<file path="src/rtl/cpe_pkg.sv">
// Shared encodings for the core's memory-port arbiter: FSM states, owners,
// access-size codes and the default watchdog limit.
package cpe_pkg;

  typedef enum logic [1:0] {
    ST_IDLE    = 2'b00,
    ST_BUSY_IF = 2'b01,
    ST_BUSY_D  = 2'b10
  } arb_state_e;

  typedef enum logic {
    OWN_IF = 1'b0,
    OWN_D  = 1'b1
  } owner_e;

  localparam logic [1:0] BSEL_BYTE = 2'b00;
  localparam logic [1:0] BSEL_HALF = 2'b01;
  localparam logic [1:0] BSEL_WORD = 2'b10;

  localparam int unsigned TIMEOUT_DEF = 255;

endpackage

</file>
<file path="src/rtl/mem_port_arbiter_timeout_ctr.sv">
// Watchdog counter for the arbiter. Counts busy cycles without ready and
// raises tc_o in the cycle whose increment would take the count to TIMEOUT-1.
module arb_timeout_ctr
  import cpe_pkg::*;
#(
  parameter logic [7:0] TIMEOUT = 8'(TIMEOUT_DEF)
) (
  input  logic clk_i,
  input  logic rst_ni,
  input  logic clr_i,
  input  logic en_i,
  output logic tc_o
);

  localparam logic [7:0] TC_VAL = TIMEOUT - 8'd2;

  logic [7:0] cnt_q, cnt_d;

  // Next count: clear has priority over counting.
  always_comb begin
    cnt_d = cnt_q;
    if (clr_i) begin
      cnt_d = '0;
    end else if (en_i) begin
      cnt_d = cnt_q + 8'd1;
    end
  end

  // Count register.
  always_ff @(posedge clk_i or negedge rst_ni) begin
    if (!rst_ni) begin
      cnt_q <= '0;
    end else begin
      cnt_q <= cnt_d;
    end
  end

  assign tc_o = en_i && !clr_i && (cnt_q == TC_VAL);

endmodule

</file>
<file path="src/rtl/mem_port_arbiter.sv">
// Round-robin arbiter sharing one memory port between instruction fetch and
// load/store. One transaction in flight; each completes with a registered
// one-cycle rvalid to its owner, or with rvalid+err when the watchdog fires.
module mem_port_arbiter
  import cpe_pkg::*;
#(
  parameter int unsigned ADDR_W  = 32,
  parameter int unsigned DATA_W  = 32,
  parameter int unsigned TIMEOUT = TIMEOUT_DEF
) (
  input  logic              clk_w_i,
  input  logic              res_w_i_l,
  input  logic              if_req_w_i_h,
  input  logic [ADDR_W-1:0] if_addr_w_i,
  output logic              if_gnt_w_o_h,
  output logic              if_rvalid_w_o_h,
  output logic [DATA_W-1:0] if_rdata_w_o,
  input  logic              d_req_w_i_h,
  input  logic              d_wr_w_i_h,
  input  logic [ADDR_W-1:0] d_addr_w_i,
  input  logic [DATA_W-1:0] d_wdata_w_i,
  input  logic [1:0]        d_byte_sel_w_i,
  output logic              d_gnt_w_o_h,
  output logic              d_rvalid_w_o_h,
  output logic [DATA_W-1:0] d_rdata_w_o,
  output logic              mem_req_w_o_h,
  output logic              mem_wr_w_o_h,
  output logic [ADDR_W-1:0] mem_addr_w_o,
  output logic [DATA_W-1:0] mem_wdata_w_o,
  output logic [1:0]        mem_byte_sel_w_o,
  input  logic              mem_ready_w_i_h,
  input  logic [DATA_W-1:0] mem_rdata_w_i,
  output logic              err_w_o_h
);

  arb_state_e state_q, state_d;
  owner_e     last_owner_q, last_owner_d;

  logic              if_gnt, d_gnt;
  logic              busy, done, tc, timeout_hit;

  logic              mem_req_q, mem_wr_q;
  logic [ADDR_W-1:0] mem_addr_q;
  logic [DATA_W-1:0] mem_wdata_q;
  logic [1:0]        mem_bsel_q;

  logic              if_rvalid_q, d_rvalid_q, err_q;
  logic [DATA_W-1:0] if_rdata_q, d_rdata_q;

  assign busy        = (state_q != ST_IDLE);
  // Ready beats the watchdog when both land in the same cycle.
  assign timeout_hit = tc && !mem_ready_w_i_h;
  assign done        = busy && (mem_ready_w_i_h || tc);

  arb_timeout_ctr #(
    .TIMEOUT (8'(TIMEOUT))
  ) u_timeout_ctr (
    .clk_i  (clk_w_i),
    .rst_ni (res_w_i_l),
    .clr_i  (if_gnt || d_gnt),
    .en_i   (busy && !mem_ready_w_i_h),
    .tc_o   (tc)
  );

  // Next state, round-robin pick and combinational grants.
  always_comb begin
    state_d      = state_q;
    last_owner_d = last_owner_q;
    if_gnt       = 1'b0;
    d_gnt        = 1'b0;
    case (state_q)
      ST_IDLE: begin
        // Gated by reset so no grant is shown while the block is held in reset.
        if (res_w_i_l) begin
          if (if_req_w_i_h && (!d_req_w_i_h || last_owner_q == OWN_D)) begin
            if_gnt       = 1'b1;
            state_d      = ST_BUSY_IF;
            last_owner_d = OWN_IF;
          end else if (d_req_w_i_h) begin
            d_gnt        = 1'b1;
            state_d      = ST_BUSY_D;
            last_owner_d = OWN_D;
          end
        end
      end
      ST_BUSY_IF, ST_BUSY_D: begin
        if (done) begin
          state_d = ST_IDLE;
        end
      end
      default: state_d = ST_IDLE;
    endcase
  end

  // State and arbitration history registers.
  always_ff @(posedge clk_w_i or negedge res_w_i_l) begin
    if (!res_w_i_l) begin
      state_q      <= ST_IDLE;
      last_owner_q <= OWN_D;
    end else begin
      state_q      <= state_d;
      last_owner_q <= last_owner_d;
    end
  end

  // Bus-side registers: loaded on grant, held while busy, cleared on completion.
  always_ff @(posedge clk_w_i or negedge res_w_i_l) begin
    if (!res_w_i_l) begin
      mem_req_q   <= 1'b0;
      mem_wr_q    <= 1'b0;
      mem_addr_q  <= '0;
      mem_wdata_q <= '0;
      mem_bsel_q  <= '0;
    end else if (if_gnt) begin
      mem_req_q   <= 1'b1;
      mem_wr_q    <= 1'b0;
      mem_addr_q  <= if_addr_w_i;
      mem_wdata_q <= '0;
      mem_bsel_q  <= BSEL_WORD;
    end else if (d_gnt) begin
      mem_req_q   <= 1'b1;
      mem_wr_q    <= d_wr_w_i_h;
      mem_addr_q  <= d_addr_w_i;
      mem_wdata_q <= d_wdata_w_i;
      mem_bsel_q  <= d_byte_sel_w_i;
    end else if (done) begin
      mem_req_q   <= 1'b0;
      mem_wr_q    <= 1'b0;
      mem_addr_q  <= '0;
      mem_wdata_q <= '0;
      mem_bsel_q  <= '0;
    end
  end

  // Response pulses: rdata only for reads completed by ready, otherwise zero.
  always_ff @(posedge clk_w_i or negedge res_w_i_l) begin
    if (!res_w_i_l) begin
      if_rvalid_q <= 1'b0;
      d_rvalid_q  <= 1'b0;
      if_rdata_q  <= '0;
      d_rdata_q   <= '0;
      err_q       <= 1'b0;
    end else begin
      if_rvalid_q <= done && (state_q == ST_BUSY_IF);
      d_rvalid_q  <= done && (state_q == ST_BUSY_D);
      if_rdata_q  <= (done && state_q == ST_BUSY_IF && mem_ready_w_i_h)
                     ? mem_rdata_w_i : '0;
      d_rdata_q   <= (done && state_q == ST_BUSY_D && mem_ready_w_i_h && !mem_wr_q)
                     ? mem_rdata_w_i : '0;
      err_q       <= timeout_hit;
    end
  end

  assign if_gnt_w_o_h     = if_gnt;
  assign d_gnt_w_o_h      = d_gnt;
  assign if_rvalid_w_o_h  = if_rvalid_q;
  assign if_rdata_w_o     = if_rdata_q;
  assign d_rvalid_w_o_h   = d_rvalid_q;
  assign d_rdata_w_o      = d_rdata_q;
  assign mem_req_w_o_h    = mem_req_q;
  assign mem_wr_w_o_h     = mem_wr_q;
  assign mem_addr_w_o     = mem_addr_q;
  assign mem_wdata_w_o    = mem_wdata_q;
  assign mem_byte_sel_w_o = mem_bsel_q;
  assign err_w_o_h        = err_q;

endmodule
</file>
<file path="config.mk">
export PLATFORM = sky130hd
export DESIGN_NAME = mem_port_arbiter
export DESIGN_NICKNAME = d
export VERILOG_FILES = /design/src/rtl/cpe_pkg.sv /design/src/rtl/mem_port_arbiter_timeout_ctr.sv /design/src/rtl/mem_port_arbiter.sv
export SDC_FILE = /design/constraint.sdc
export NUM_CORES = 1
export LEC_CHECK = 0
export ABC_AREA = 0
export ABC_CLOCK_PERIOD_IN_PS = 1700
export BUFFER_PORTS_ARGS = -buffer_cell sky130_fd_sc_hd__buf_2
export CORE_ASPECT_RATIO = 0.5
export CORE_MARGIN = 3
export CORE_UTILIZATION = 41
export CTS_CLUSTER_DIAMETER = 80
export DETAILED_ROUTE_END_ITERATION = 6
export PLACE_DENSITY_LB_ADDON = 0.2
export SLEW_MARGIN = 30
export SYNTH_ARGS = -nofsm -noshare
export SYNTH_HDL_FRONTEND = slang
export SYNTH_SLANG_ARGS = --single-unit
</file>
<file path="constraint.sdc">
create_clock -name clk_w_i -period 1.7 [get_ports clk_w_i]
set_clock_uncertainty 0.05 [all_clocks]
set_input_delay 0.085 -clock clk_w_i [delete_from_list [all_inputs] [get_ports clk_w_i]]
set_output_delay 0.085 -clock clk_w_i [all_outputs]
set_load 0.01 [all_outputs]
</file>
* Word-level counts from Yosys, hierarchy flattened *
Index checks and enable logic that the tools add are counted.

storage, ports and cells
  input port bits = 136
  output and inout bits = 137
  logic and storage cells = 76
  register bits = 146

cells by class
  equal/unequal tests = 6
  muxes and demuxes = 30
  add/sub/neg operators = 1
  reductions and logical operators = 26

operators by type and width
  operator                                              count
  two-way mux 32 bit                                    7
  two-way mux 8 bit                                     2
  two-way mux 1 bit                                     14
  two-way mux 2 bit                                     6
  logical AND 1 bit                                     11
  adder 8 x 1 -> 8 bit (second input constant)          1
  equality test 8 bit (second input constant)           1
  AND reduction 3 bit                                   2
  nonzero test 2 bit                                    3
  zero test 1 bit                                       4
  inequality test 2 bit (second input constant)         2
  case mux 2 bit (2 select lines)                       1
  logical OR 1 bit                                      3
  inequality test 3 bit (second input constant)         1
  nonzero test 3 bit                                    1
  equality test 2 x 1 -> 1 bit (second input constant)  1
  equality test 2 bit (second input constant)           1
  zero test 2 bit                                       1
  OR reduction 2 bit                                    1

* Longest topological paths before layout *
Gate-level depths: netlist of the first run.

  depth after elaboration = 16
  depth in mapped cells = 8
  depth with buffers taken out = 6

* By module *
A second synthesis of the first run with hierarchy kept.

second synthesis, totals
  cell total of the unflattened synthesis = 405
  area total of the unflattened synthesis = 5,607.9 um^2

by module, submodules not included
  module            area an instance (um^2)  cells an instance  instances  sequential area each (um^2)
  mem_port_arbiter  5,195.0                  364                1          3,454.6
  arb_timeout_ctr   412.9                    41                 1          200.2

* Worst setup path before layout of the first run *
Ideal clock, no wire load.

  kind = register -> register
  start point = reg state_q[0]
  end point = reg mem_addr_q[25] (netlist: mem_addr_w_o[25])
  data arrival time = 1.581 ns
  setup slack = -0.057 ns
  data required time = 1.524 ns
  buffers on the path = 2
  setup time = 0.126 ns
  clock period less this slack = 1.757 ns
  stages on the path, launching flop included = 8
  path through = dfrtp_1 > inv_1 > ha_1 > buf_2 > and4b_4 > a211oi_4 > buf_2 > a221o_1

between the ends
  cells in the longest elaborated chain, start to end = 9
  elaborated cells on any way between the ends = 14
  those cells by class = 4 x mux; 10 x reduce/logical

ends and longest elaborated chain
  what                                 line                                text
  start: declaration                   mem_port_arbiter.sv:36              arb_state_e state_q, state_d;
  start signal: assignment             mem_port_arbiter.sv:101             state_q <= state_d;
  zero test 2 bit                      mem_port_arbiter.sv:71              case (state_q)
  two-way mux 1 bit                    mem_port_arbiter.sv:71
  logical OR 1 bit                     mem_port_arbiter.sv:60              .clr_i (if_gnt || d_gnt),
  zero test 1 bit                      mem_port_arbiter_timeout_ctr.sv:38  assign tc_o = en_i && !clr_i && (cnt_q == TC_VAL);
  logical AND 1 bit (2 in series)      mem_port_arbiter_timeout_ctr.sv:38
  logical OR 1 bit                     mem_port_arbiter.sv:53              assign done = busy && (mem_ready_w_i_h || tc);
  logical AND 1 bit                    mem_port_arbiter.sv:53
  nonzero test 3 bit (no source line)  n/a
  end signal: assignment               mem_port_arbiter.sv:117             mem_addr_q <= if_addr_w_i;
  end signal: assignment               mem_port_arbiter.sv:123             mem_addr_q <= d_addr_w_i;
  end: declaration                     mem_port_arbiter.sv:43              logic [ADDR_W-1:0] mem_addr_q;

Parallel ways exist; a longest one is shown, timed or not.
A chain may end at the register's enable or synchronous reset.

* Final worst setup path of the first run *
  start point = reg state_q[1]
  end point = reg mem_addr_q[26] (netlist: mem_addr_w_o[26])

The elaborated chain is that of the path after synthesis.

==> reports/summary.json, run 1 <==
{
  "outcome": "complete, but fails checks",
  "violations_in_the_final_reports": "negative setup slack",
  "final_layout_size_suffix_gt1_share_pct": 43.9,
  "via_count": 5224,
  "synth-async-reset-ratio_pct": 100,
  "post_cts_clock_slew_at_the_launch_and_capture_registers_of_the_worst_setup_and_hold_paths_ns": 0.06,
  "floorplan.die.width_um": 169,
  "maxCapViolCount": 0,
  "cts_inserted_buffers": 17,
  "synth.lib_cells_used.distinct": 37,
  "yosys-top-cells-area": "dfrtp_1, and3_1, a221o_1",
  "max-slew-margin-rel_pct": 42.1,
  "grt_overflow": 0,
  "vdd_ir_drop_max_uv": 703,
  "worst_slew_pin_slew_ns": 0.869,
  "min_from": "if_req_w_i_h",
  "rows": 29,
  "power_density_nw_per_um2": 1440,
  "initialDrtViolationCount": 399,
  "detail_route.wirelength_um": 19300,
  "design.die.area_um2": 14800,
  "fin_nets": 987,
  "worstPathMaxFanout": 14,
  "avgViaCountPerCell": 5.08,
  "worstSetupEndpointType": "flip-flop",
  "critical-path-max-stage-delay_ns": 0.37,
  "timing.final.crit_period_ns": 1.82,
  "floorplan.core_area_um2": 12800,
  "timing.final.crit_share_pct": 107,
  "grt_pass1_wl_um": 29600,
  "post_route_worst_setup_slack_ns": -0.125,
  "synth_largest_type_area_fraction_pct": 66.4,
  "largest_net_degree_at_the_start_of_global_routing": 77,
  "critPathLaunchType": "flip-flop",
  "timing.critical_path.max_delay_family": "compound AO/OA/AOI/OAI gates",
  "synthesis.instances": 403,
  "worst-setup-path-type": "reg -> reg",
  "synthesis.yosys.warnings": 0,
  "clk-insertion-delay-late_ns": 0.41,
  "max_freq_mhz": 548,
  "routabilityCongestion": 0.773,
  "cp_data_arrival_time_ns": 2.06,
  "setup-violations-final": 96,
  "drc_errors": 0,
  "critPathSlowestCell": "dfrtp_1",
  "postSynthAreaPerCell_um2": 13.6,
  "num_io_pins": 273,
  "maximum_level_of_the_cts_h_tree": 4,
  "cp.buffers_inverters": 3,
  "timing.setup.tns_ns": -6.47,
  "cts.path.max_buffers": 2,
  "launch_point_of_the_worst_path": "state_q[1]",
  "number_of_antenna_violations_at_the_first_check_in_global_routing": 0,
  "cts_num_sinks": 146,
  "synth.yosys.seq_area_share_pct": 66.9,
  "antenna_violating_nets_post_route": 0,
  "first_pass_iters": 5,
  "final_cell_mix": "buf_2, dfrtp_1, dlygate4sd3_1",
  "finalHoldViolations": 0,
  "layoutNonFillerInstCount": 1029,
  "start_util_pct": 42.5,
  "netlist_area_um2": 5460,
  "hold_class": "in -> reg",
  "critical_path.reg2reg.startpoint": "state_q[1]",
  "cp.required_ns": 1.93,
  "dp_cells": 840,
  "hpwl_um": 10300,
  "antenna_cells_inserted": 0,
  "number_of_filler_instances_in_the_final_layout": 825,
  "mostFrequentLayoutCell": "buf_2",
  "route.detailed.wl_per_inst_um": 18.8,
  "first_global_vias": 5621,
  "finalMaxSlewViolations": 0,
  "dominantRegCellSynth": "dfrtp_1",
  "tritoncts": "done",
  "final_core_util_pct": 74.8,
  "p_leak_nw": 5.30,
  "track_usage_pct": 25.6,
  "number_of_synthesized_register_bits": 146,
  "portBuffers": 272,
  "synthesis.nets": 544,
  "number_of_enable_flip_flop_cells_after_synthesis": 0,
  "synth.largest_area_cell": "dfrtp_1",
  "cts-root-buf": "clkbuf_16",
  "dieHeight_um": 87.6,
  "flow.area_growth_from_synthesis_pct": 76.0,
  "unrepaired_setup_endpoints_after_global_routing": "yes",
  "worstPathCellList": "inv_2 > ha_4 > and4b_4 > a211oi_4 > buf_12 > buf_16 > a221o_1"
}
## through the flow
step	hold slack (ns)	instance area [µm²]	total power [W]	setup slack [ns]
2_1_floorplan	-0.261	5500	0.00696	-0.0253
3_3_place_gp	0.000769	7190	0.00870	-0.0837
3_5_place_dp	0.000479	7190	0.00877	-0.102
4_1_cts	0.0176	9430	0.0134	-0.0946
5_1_grt	0.0545	9610	0.0145	-0.186
6_report	0.0486	9610	0.0138	-0.125
## area by class of cell
class | instances | area, µm² | area share, %
multi-input cells | 219 | 1720 | 17.9
well taps | 170 | 213 | 2.21
clock buffers | 19 | 443 | 4.61
inverters | 8 | 32.5 | 0.338
clock inverters | 13 | 173 | 1.80
repair buffers | 454 | 3370 | 35.1
flip-flops and latches | 146 | 3650 | 38.0
## power breakdown
part / leakage [nW] / total [W] / switching [W] / internal (W)
combinational: 3.05 / 0.00508 / 0.00242 / 0.00266
sequential: 1.96 / 0.00485 / 0.000499 / 0.00435
clock: 0.293 / 0.00388 / 0.00151 / 0.00238
## sequential cells by signal, indices dropped and copies added (netlist names), 2 cells and up
| register | cells |
|---|---|
| mem_wdata_w_o | 32 |
| state_q | 2 |
| mem_byte_sel_w_o | 2 |
| d_rdata_w_o | 32 |
| if_rdata_w_o | 32 |
| u_timeout_ctr.cnt_q | 8 |
| mem_addr_w_o | 32 |
## logic make-up (layout without fill, tap and decap cells)
kind of cell / after synthesis / in the layout / share of synthesized area (%)
buf+inv: 38 / 494 / 3.32
flops: 146 / 146 / 66.9
simple gates: 124 / 124 / 14.3
compound gates: 89 / 89 / 14.2
fa+ha+maj: 5 / 5 / 1.15
xor+xnor: 1 / 1 / 0.160
## cells in the mapped netlist, types with 2 or more instances
master,n
dfrtp_1,145
and3_1,65
a22o_1,34
and2_1,34
a221o_1,33
clkbuf_1,19
o21ai_0,8
buf_2,7
inv_1,7
a21oi_1,6
ha_1,5
nand3_1,5
buf_6,4
nand2_1,4
or3_1,4
o32ai_1,2
## path summary, 6_finish.rpt
| path | slack, ns | depth (start not counted) | to |
|---|---|---|---|
| hold reg to reg | 0.44 | 1 | mem_wdata_w_o[1] |
| setup reg to reg | -0.12 | 7 | mem_addr_w_o[26] |
| min in group asynchronous | 0.20 | 2 | last_owner_q |
| hold / removal | 0.05 | 4 | last_owner_q |
| setup / recovery | -0.12 | 7 | mem_addr_w_o[26] |
| max in group asynchronous | 0.55 | 3 | d_rdata_w_o[14] |
## worst reg2reg max path: stages (launching register included)
cell and delay [ns]:
dfrtp_1 0.37, inv_2 0.06, ha_4 0.17, and4b_4 0.35, a211oi_4 0.07, buf_12 0.16
buf_16 0.15, a221o_1 0.32
## what timing repair did
action / CTS / global route
endpoints found under the setup margin: 65 / 106
hold buffers: 133 / 0
endpoints found under the hold margin: 282 / 0
gates resized for setup: 15 / 20
gates cloned: 4 / 4
buffers inserted: 13 / 4
pin swaps: 5 / 3
## layer usage
layer / track usage [%] / vias up / wire length, µm
met5: 0 / - / 0
met4: 12.1 / 0 / 528
met3: 6.31 / 49 / 1380
met2: 43.7 / 262 / 9510
met1: 31.3 / 2542 / 7910
li1: - / 2371 / -
Note: power is estimated with default switching activity, not from simulation.
==> run 2: changes to the inputs <==
ABC_AREA = 1   (was 0)
CORE_UTILIZATION = 43   (was 41)
==> run 2 against run 1 <==
The run still ends with negative setup slack left; routed wire length down 0.78%; clock-buffer cell count decreased by 1; sequential power decreased by 4.9%; cell area rose by 2.7%; global-route usage is 1.1 points lower.
==> reports/summary.json, run 2 <==
{
  "outcome": "complete, but fails checks",
  "violations_in_the_final_reports": "negative setup slack",
  "crit-reg2reg-capture": "mem_addr_w_o[5]",
  "p_sw_share_pct": 33.4,
  "routabilityCongestion": 0.813,
  "critPathLaunchType": "flip-flop",
  "floorplan.core_area_um2": 13700,
  "number_of_synthesized_register_bits": 146,
  "critPathSlowestCell": "dfstp_2",
  "timing.critical_path.max_delay_family": "flip-flops",
  "synth.yosys.seq_area_share_pct": 59.8,
  "design.die.area_um2": 15800,
  "worstSetupEndpointType": "output pin",
  "finalHoldViolations": 0,
  "worst_slew_pin_slew_ns": 0.770,
  "cp_num_cells": 7,
  "finalMaxSlewViolations": 0,
  "power_density_nw_per_um2": 1250,
  "p_int_w": 0.00825,
  "power.combinational.fraction_pct": 30.6,
  "final_core_util_pct": 72.1,
  "netlist_area_um2": 6110,
  "final_layout_size_suffix_gt1_share_pct": 31.9,
  "maximum_level_of_the_cts_h_tree": 4,
  "yosys-top-cells-area": "dfrtp_1, nor2_1, inv_1",
  "first_global_vias": 6216,
  "portBuffers": 272,
  "tritoncts": "done",
  "floorplan.die.width_um": 175,
  "antenna_cells_inserted": 0,
  "avgViaCountPerCell": 4.58,
  "footprint_of_the_flip_flops_and_latches_um2": 3650,
  "max-slew-margin-rel_pct": 48.5,
  "cts.path.max_buffers": 2,
  "cts_num_sinks": 146,
  "post-layout-total-power_w": 0.0124,
  "final_cell_mix": "buf_2, nor2_1, dfrtp_1",
  "drc_errors": 0,
  "maxCapViolCount": 0,
  "worstSetupEndpoint": "if_gnt_w_o_h",
  "cp.required_ns": 1.56,
  "dieHeight_um": 90.3,
  "cts-root-buf": "clkbuf_16",
  "hold_class": "in -> reg",
  "portion_of_total_power_attributed_to_the_clock_network_pct": 32.2,
  "track_usage_pct": 24.5,
  "critical-path-max-stage-delay_ns": 0.53,
  "synth-async-reset-ratio_pct": 100,
  "seq_power_share_pct": 37.2,
  "flow.area_growth_from_synthesis_pct": 61.6,
  "worst-setup-path-type": "reg -> out",
  "setup-violations-final": 1,
  "p_switching_w": 0.00413,
  "netlist_top_cells_count": "nor2_1, dfrtp_1, inv_1, nand2_1, nand3_1",
  "cp_data_arrival_time_ns": 1.58,
  "number_of_antenna_violations_at_the_first_check_in_global_routing": 0,
  "unrepaired_setup_endpoints_after_global_routing": "yes",
  "num_io_pins": 273,
  "clk-insertion-delay-late_ns": 0.41,
  "synthesis.nets": 841,
  "mostFrequentLayoutCell": "buf_2",
  "start_util_pct": 44.6,
  "via_count": 6067,
  "hpwl_um": 11100,
  "synth.largest_area_cell": "dfrtp_1",
  "worst_hold_slack_ns": 0.0647,
  "synthesis.yosys.warnings": 0,
  "largest_net_degree_at_the_start_of_global_routing": 136,
  "dominantRegCellSynth": "dfrtp_1",
  "vdd_ir_drop_max_uv": 766,
  "max_freq_mhz": 583,
  "post_cts_clock_slew_at_the_launch_and_capture_registers_of_the_worst_setup_and_hold_paths_ns": 0.06,
  "route.detailed.wl_per_inst_um": 14.5,
  "detail_route.wirelength_um": 19200,
  "synth.lib_cells_used.distinct": 23,
  "first_pass_iters": 5,
  "p_leak_nw": 5.90,
  "grt_pass1_wl_um": 31300,
  "synth.most_common_cell": "nor2_1",
  "post_route_worst_setup_slack_ns": -0.0153,
  "timing.final.crit_period_ns": 1.72,
  "grt_overflow": 0,
  "postSynthAreaPerCell_um2": 8.73,
  "worstPathMaxFanout": 2,
  "synthesis.instances": 700,
  "number_of_enable_flip_flop_cells_after_synthesis": 0,
  "cp.buffers_inverters": 5,
  "multi_input_area_um2": 1800,
  "cts_inserted_buffers": 17,
  "timing.final.crit_share_pct": 101,
  "number_of_filler_instances_in_the_final_layout": 939,
  "launch_point_of_the_worst_path": "last_owner_q",
  "worstRegToRegCells": 9,
  "worstPathCellList": "inv_2 > a21oi_2 > buf_4 > nand3_4 > buf_12 > clkinv_4 > buf_6",
  "rows": 30,
  "worst-r2r-setup-slack_ns": 0,
  "critical_path.reg2reg.startpoint": "state_q[0]",
  "initialDrtViolationCount": 302,
  "fin_nets": 1262,
  "antenna_violating_nets_post_route": 0,
  "synth_largest_type_area_fraction_pct": 59.4
}
==> run 2: cell count changes after synthesis, moves of 7 or more <==
| cell | change |
|---|---|
| nand3_1 | +60 |
| nor2_1 | +167 |
| a221o_1 | -33 |
| buf_6 | +7 |
| inv_1 | +116 |
| clkbuf_1 | -11 |
| a22o_1 | -34 |
| and3_1 | -65 |
| and2_1 | -34 |
| nand2_1 | +119 |
| nand3_2 | +12 |
==> run 2: cell families after synthesis <==
family                     Yosys count  synth area share [%]
and+or+nand+nor                    379                  26.5
buffers and inverters              156                  11.4
DFF                                146                  59.8
AOI/OAI and AO/OA                   13                  1.09
adders and majority gates            5                  1.02
xor gates and xnor gates             1                 0.143
==> run 2: layout make-up <==
type,instances,area share (%)
flip-flops and latches,146,37.0
inverters,125,4.85
repair buffers,433,31.1
clock inverters,14,1.94
well taps,192,2.43
multi-input cells,398,18.3
clock buffers,18,4.45
==> run 2: through the flow <==
| stage | setup WS (ns) | TNS [ns] | area (µm²) | cells |
|---|---|---|---|---|
| floorplan | 0.109 | 0 | 6110 | 700 |
| global placement | 0.0645 | 0 | 7790 | 1154 |
| detailed placement | 0.00683 | 0 | 7790 | 1154 |
| CTS | -0.0540 | -0.0540 | 9870 | 1326 |
| global route | -0.0702 | -0.435 | 9880 | 1326 |
| finish | -0.0153 | -0.0153 | 9880 | 1326 |
==> run 2: how the worst min path moves through the flow <==
stage | startpoint | endpoint | slack [ns] | cells after the start
floorplan | res_w_i_l | d_rdata_w_o[0] | -0.26 | 0
global placement | res_w_i_l | u_timeout_ctr.cnt_q[6] | -0.12 | 1
detailed placement | res_w_i_l | u_timeout_ctr.cnt_q[6] | -0.12 | 1
CTS | res_w_i_l | u_timeout_ctr.cnt_q[2] | 0.05 | 4
global route | res_w_i_l | last_owner_q | 0.07 | 5
finish | res_w_i_l | last_owner_q | 0.06 | 5
==> run 2: timing repair <==
action / in CTS / in global routing
resized for setup: 10 / 9
gates cloned: 1 / 0
hold buffers: 133 / 0
hold endpoints to repair: 277 / 0
buffers inserted: 6 / 1
setup endpoints to repair: 3 / 73
pin swaps: 3 / 4
==> run 2: worst min-delay path: cells and delay by family <==
kind	cells	cell delay, ns
AND/OR/NAND/NOR	1	0.09
AO/OA/AOI/OAI	1	0.06
buffers and inverters	3	0.28
==> run 2: per-layer routing <==
layer | global-route usage [%] | vias up | share of wire [%]
met2 | 40.8 | 256 | 48
met1 | 31.0 | 2860 | 42
li1 | - | 2916 | -
met5 | 0 | - | 0
met4 | 7.10 | 0 | 1.8
met3 | 7.72 | 35 | 8.4
==> run 2: power by group through the flow <==
stage	logic [W]	clock network, W	registers, W
floorplan	0.00155	0	0.00495
global placement	0.00329	0	0.00462
detailed placement	0.00336	0	0.00464
CTS	0.00375	0.00405	0.00460
global route	0.00416	0.00425	0.00469
finish	0.00379	0.00398	0.00461
==> run 3: changes to the inputs <==
CORE_UTILIZATION = 42   (was 43)
SYNTH_HIERARCHICAL = 1   (was default)
==> run 3 against run 2 <==
Worst hold slack better by 0.095 ns; synthesized cell count down 13%; cell area up 4.0%; global-route usage up 1.0 points; combinational power up 27%; synthesized area down 5.0%; register-to-register slack worse by 0.48 ns; largest power group is now combinational cells; clock-buffer cell count unchanged; worst setup slack worse by 0.46 ns; the run still ends with negative setup slack left; via count up 9.5%.
==> reports/summary.json, run 3 <==
{
  "fin_nets": 1201,
  "critPathSlowestCell": "dfrtp_1",
  "cts_num_sinks": 146,
  "max-slew-margin-rel_pct": 52.4,
  "finalMaxSlewViolations": 0,
  "unrepaired_setup_endpoints_after_global_routing": "yes",
  "maxCapViolCount": 0,
  "num_io_pins": 273,
  "synth.lib_cells_used.distinct": 24,
  "floorplan.die.width_um": 172,
  "cp.required_ns": 1.99,
  "p_switching_w": 0.00468,
  "power_density_nw_per_um2": 1270,
  "cts-root-buf": "clkbuf_16",
  "placed_area_um2": 7600,
  "avgViaCountPerCell": 5.34,
  "via_count": 6644,
  "drc_errors": 0,
  "max_freq_mhz": 459,
  "postSynthAreaPerCell_um2": 9.55,
  "seq_power_share_pct": 36.2,
  "detail_route.wirelength_um": 23200,
  "yosys-top-cells-area": "dfrtp_1, nand3_1, nand2_1",
  "worstPathMaxFanout": 11,
  "worstPathCellList": "inv_2 > ha_4 > buf_6 > nand3_4 > inv_4 > inv_4 > nand3_4 > nor3_4 > o21ai_4 > buf_4 > clkbuf_16 > nand3_1 > nand2_1",
  "layoutNonFillerInstCount": 1244,
  "setup-violations-final": 140,
  "finalHoldViolations": 0,
  "rows": 29,
  "dp_cells": 1040,
  "track_usage_pct": 25.5,
  "floorplan.core_area_um2": 13100,
  "critPathLaunchType": "flip-flop",
  "footprint_of_the_flip_flops_and_latches_um2": 3650,
  "critical-path-max-stage-delay_ns": 0.42,
  "routedLengthMet1_um": 8680,
  "top_signal_layer_used": "met4",
  "met2_length_um": 11300,
  "number_of_synthesized_register_bits": 146,
  "worstSetupEndpointType": "flip-flop",
  "power.combinational.fraction_pct": 36.9,
  "cts.path.max_buffers": 2,
  "routabilityCongestion": 0.780,
  "grt_overflow": 0,
  "synth.most_common_cell": "dfrtp_1",
  "largest_net_degree_at_the_start_of_global_routing": 77,
  "synthesis.instances": 608,
  "hold_class": "in -> reg",
  "p_int_w": 0.00834,
  "mostFrequentLayoutCell": "buf_2",
  "cp_data_arrival_time_ns": 2.47,
  "critical_path.reg2reg.startpoint": "state_q[0]",
  "outcome": "complete, but fails checks",
  "design.die.area_um2": 15400,
  "post_cts_clock_slew_at_the_launch_and_capture_registers_of_the_worst_setup_and_hold_paths_ns": 0.07,
  "routed-wl-met3_um": 2080,
  "cts_inserted_buffers": 17,
  "dominantRegCellSynth": "dfrtp_1",
  "synth.yosys.seq_area_share_pct": 63.0,
  "portion_of_total_power_attributed_to_the_clock_network_pct": 26.9,
  "number_of_antenna_violations_at_the_first_check_in_global_routing": 1,
  "clk-insertion-delay-late_ns": 0.41,
  "first_global_vias": 6235,
  "finish.instance_area_um2": 10300,
  "synthesis.yosys.warnings": 6,
  "final_layout_size_suffix_gt1_share_pct": 41.4,
  "route.detailed.wl_per_inst_um": 18.6,
  "synth.largest_area_cell": "dfrtp_1",
  "netlist_top_cells_count": "dfrtp_1, nand3_1, nand2_1, nor2_1, inv_1",
  "dp_slack_ns": -0.205,
  "worst-setup-path-type": "reg -> reg",
  "vdd_ir_drop_max_uv": 918,
  "antenna_violating_nets_post_route": 0,
  "hpwl_um": 11200,
  "launch_point_of_the_worst_path": "state_q[0]",
  "violations_in_the_final_reports": "negative setup slack",
  "synth_largest_type_area_fraction_pct": 62.5,
  "p_sw_share_pct": 35.9,
  "initialDrtViolationCount": 607,
  "portBuffers": 272,
  "netlist_area_um2": 5800,
  "post_route_worst_setup_slack_ns": -0.479,
  "timing.final.crit_share_pct": 128,
  "dieHeight_um": 89.1,
  "p_leak_nw": 5.74,
  "synthesis.nets": 749,
  "final_cell_mix": "buf_2, dfrtp_1, dlygate4sd3_1",
  "multi_input_area_um2": 2100,
  "min_from": "d_req_w_i_h",
  "worst_hold_slack_ns": 0.160,
  "start_util_pct": 44.4,
  "grt_pass1_wl_um": 30500,
  "first_pass_iters": 7,
  "number_of_filler_instances_in_the_final_layout": 778,
  "synth-async-reset-ratio_pct": 100,
  "number_of_enable_flip_flop_cells_after_synthesis": 0,
  "worst_slew_pin_slew_ns": 0.713,
  "flow.area_growth_from_synthesis_pct": 77.0,
  "tritoncts": "done",
  "timing.final.crit_period_ns": 2.18,
  "maximum_level_of_the_cts_h_tree": 4,
  "final_core_util_pct": 78.6
}
[run 3: critical path: cells and delay by family (launching register included)]
kind	cells	cell delay [ns]
adder cells (fa/ha/maj)	1	0.15
AO/OA/AOI/OAI	1	0.35
buffers and inverters	6	0.70
AND/OR/NAND/NOR	5	0.44
flip-flops	1	0.42
[run 3: cells by family after synthesis]
| kind of cell | after synthesis | synth area share, % |
|---|---|---|
| simple gates | 350 | 27.8 |
| flops | 146 | 63.0 |
| buf+inv | 94 | 6.75 |
| compound gates | 13 | 1.40 |
| fa+ha+maj | 5 | 1.08 |
[run 3: path summary, 6_finish.rpt]
kind / end / slack, ns / cells after the start
min: last_owner_q / 0.16 / 6
min reg2reg: last_owner_q / 0.44 / 2
min in group asynchronous: mem_addr_w_o[19] / 0.36 / 3
max in group asynchronous: if_rdata_w_o[13] / 0.68 / 3
max: mem_wdata_w_o[17] / -0.48 / 13
max reg2reg: mem_wdata_w_o[17] / -0.48 / 13
[run 3: through the flow]
| stage | setup TNS, ns | power, W |
|---|---|---|
| 2_1_floorplan | -23.75 | 0.00648 |
| 3_3_place_gp | -10.06 | 0.00781 |
| 3_5_place_dp | -18.27 | 0.00788 |
| 4_1_cts | -28.45 | 0.0120 |
| 5_1_grt | -60.13 | 0.0136 |
| 6_report | -51.47 | 0.0130 |
[run 3: power groups by stage]
stage | Clock (W) | Sequential (W) | Combinational [W]
floorplan | 0 | 0.00496 | 0.00152
global placement | 0 | 0.00464 | 0.00317
detailed placement | 0 | 0.00463 | 0.00325
CTS | 0.00353 | 0.00459 | 0.00383
global route | 0.00373 | 0.00477 | 0.00511
finish | 0.00350 | 0.00471 | 0.00481
[run 3: final cells by class]
class                   count  area share, %
multi-input cells         368           20.5
clock inverters            14           1.21
flip-flops and latches    146           35.6
repair buffers            473           34.4
well taps                 170           2.07
diodes                      1         0.0244
inverters                  54           2.02
clock buffers              18           4.18
[run 3: timing repair]
action                                  in CTS  in global routing
hold buffers                               134                  2
pin swaps                                   13                 20
endpoints found under the setup margin     136                141
endpoints found under the hold margin      278                  1
gates resized for setup                     10                 60
gates cloned                                 3                  7
buffers inserted                             9                 17
[run 3: layer usage]
metal / up-vias / GRT usage (%)
li1: 2903 / -
met1: 3156 / 30.3
met4: 0 / 10.9
met3: 113 / 6.98
met5: - / 0
met2: 472 / 44.7
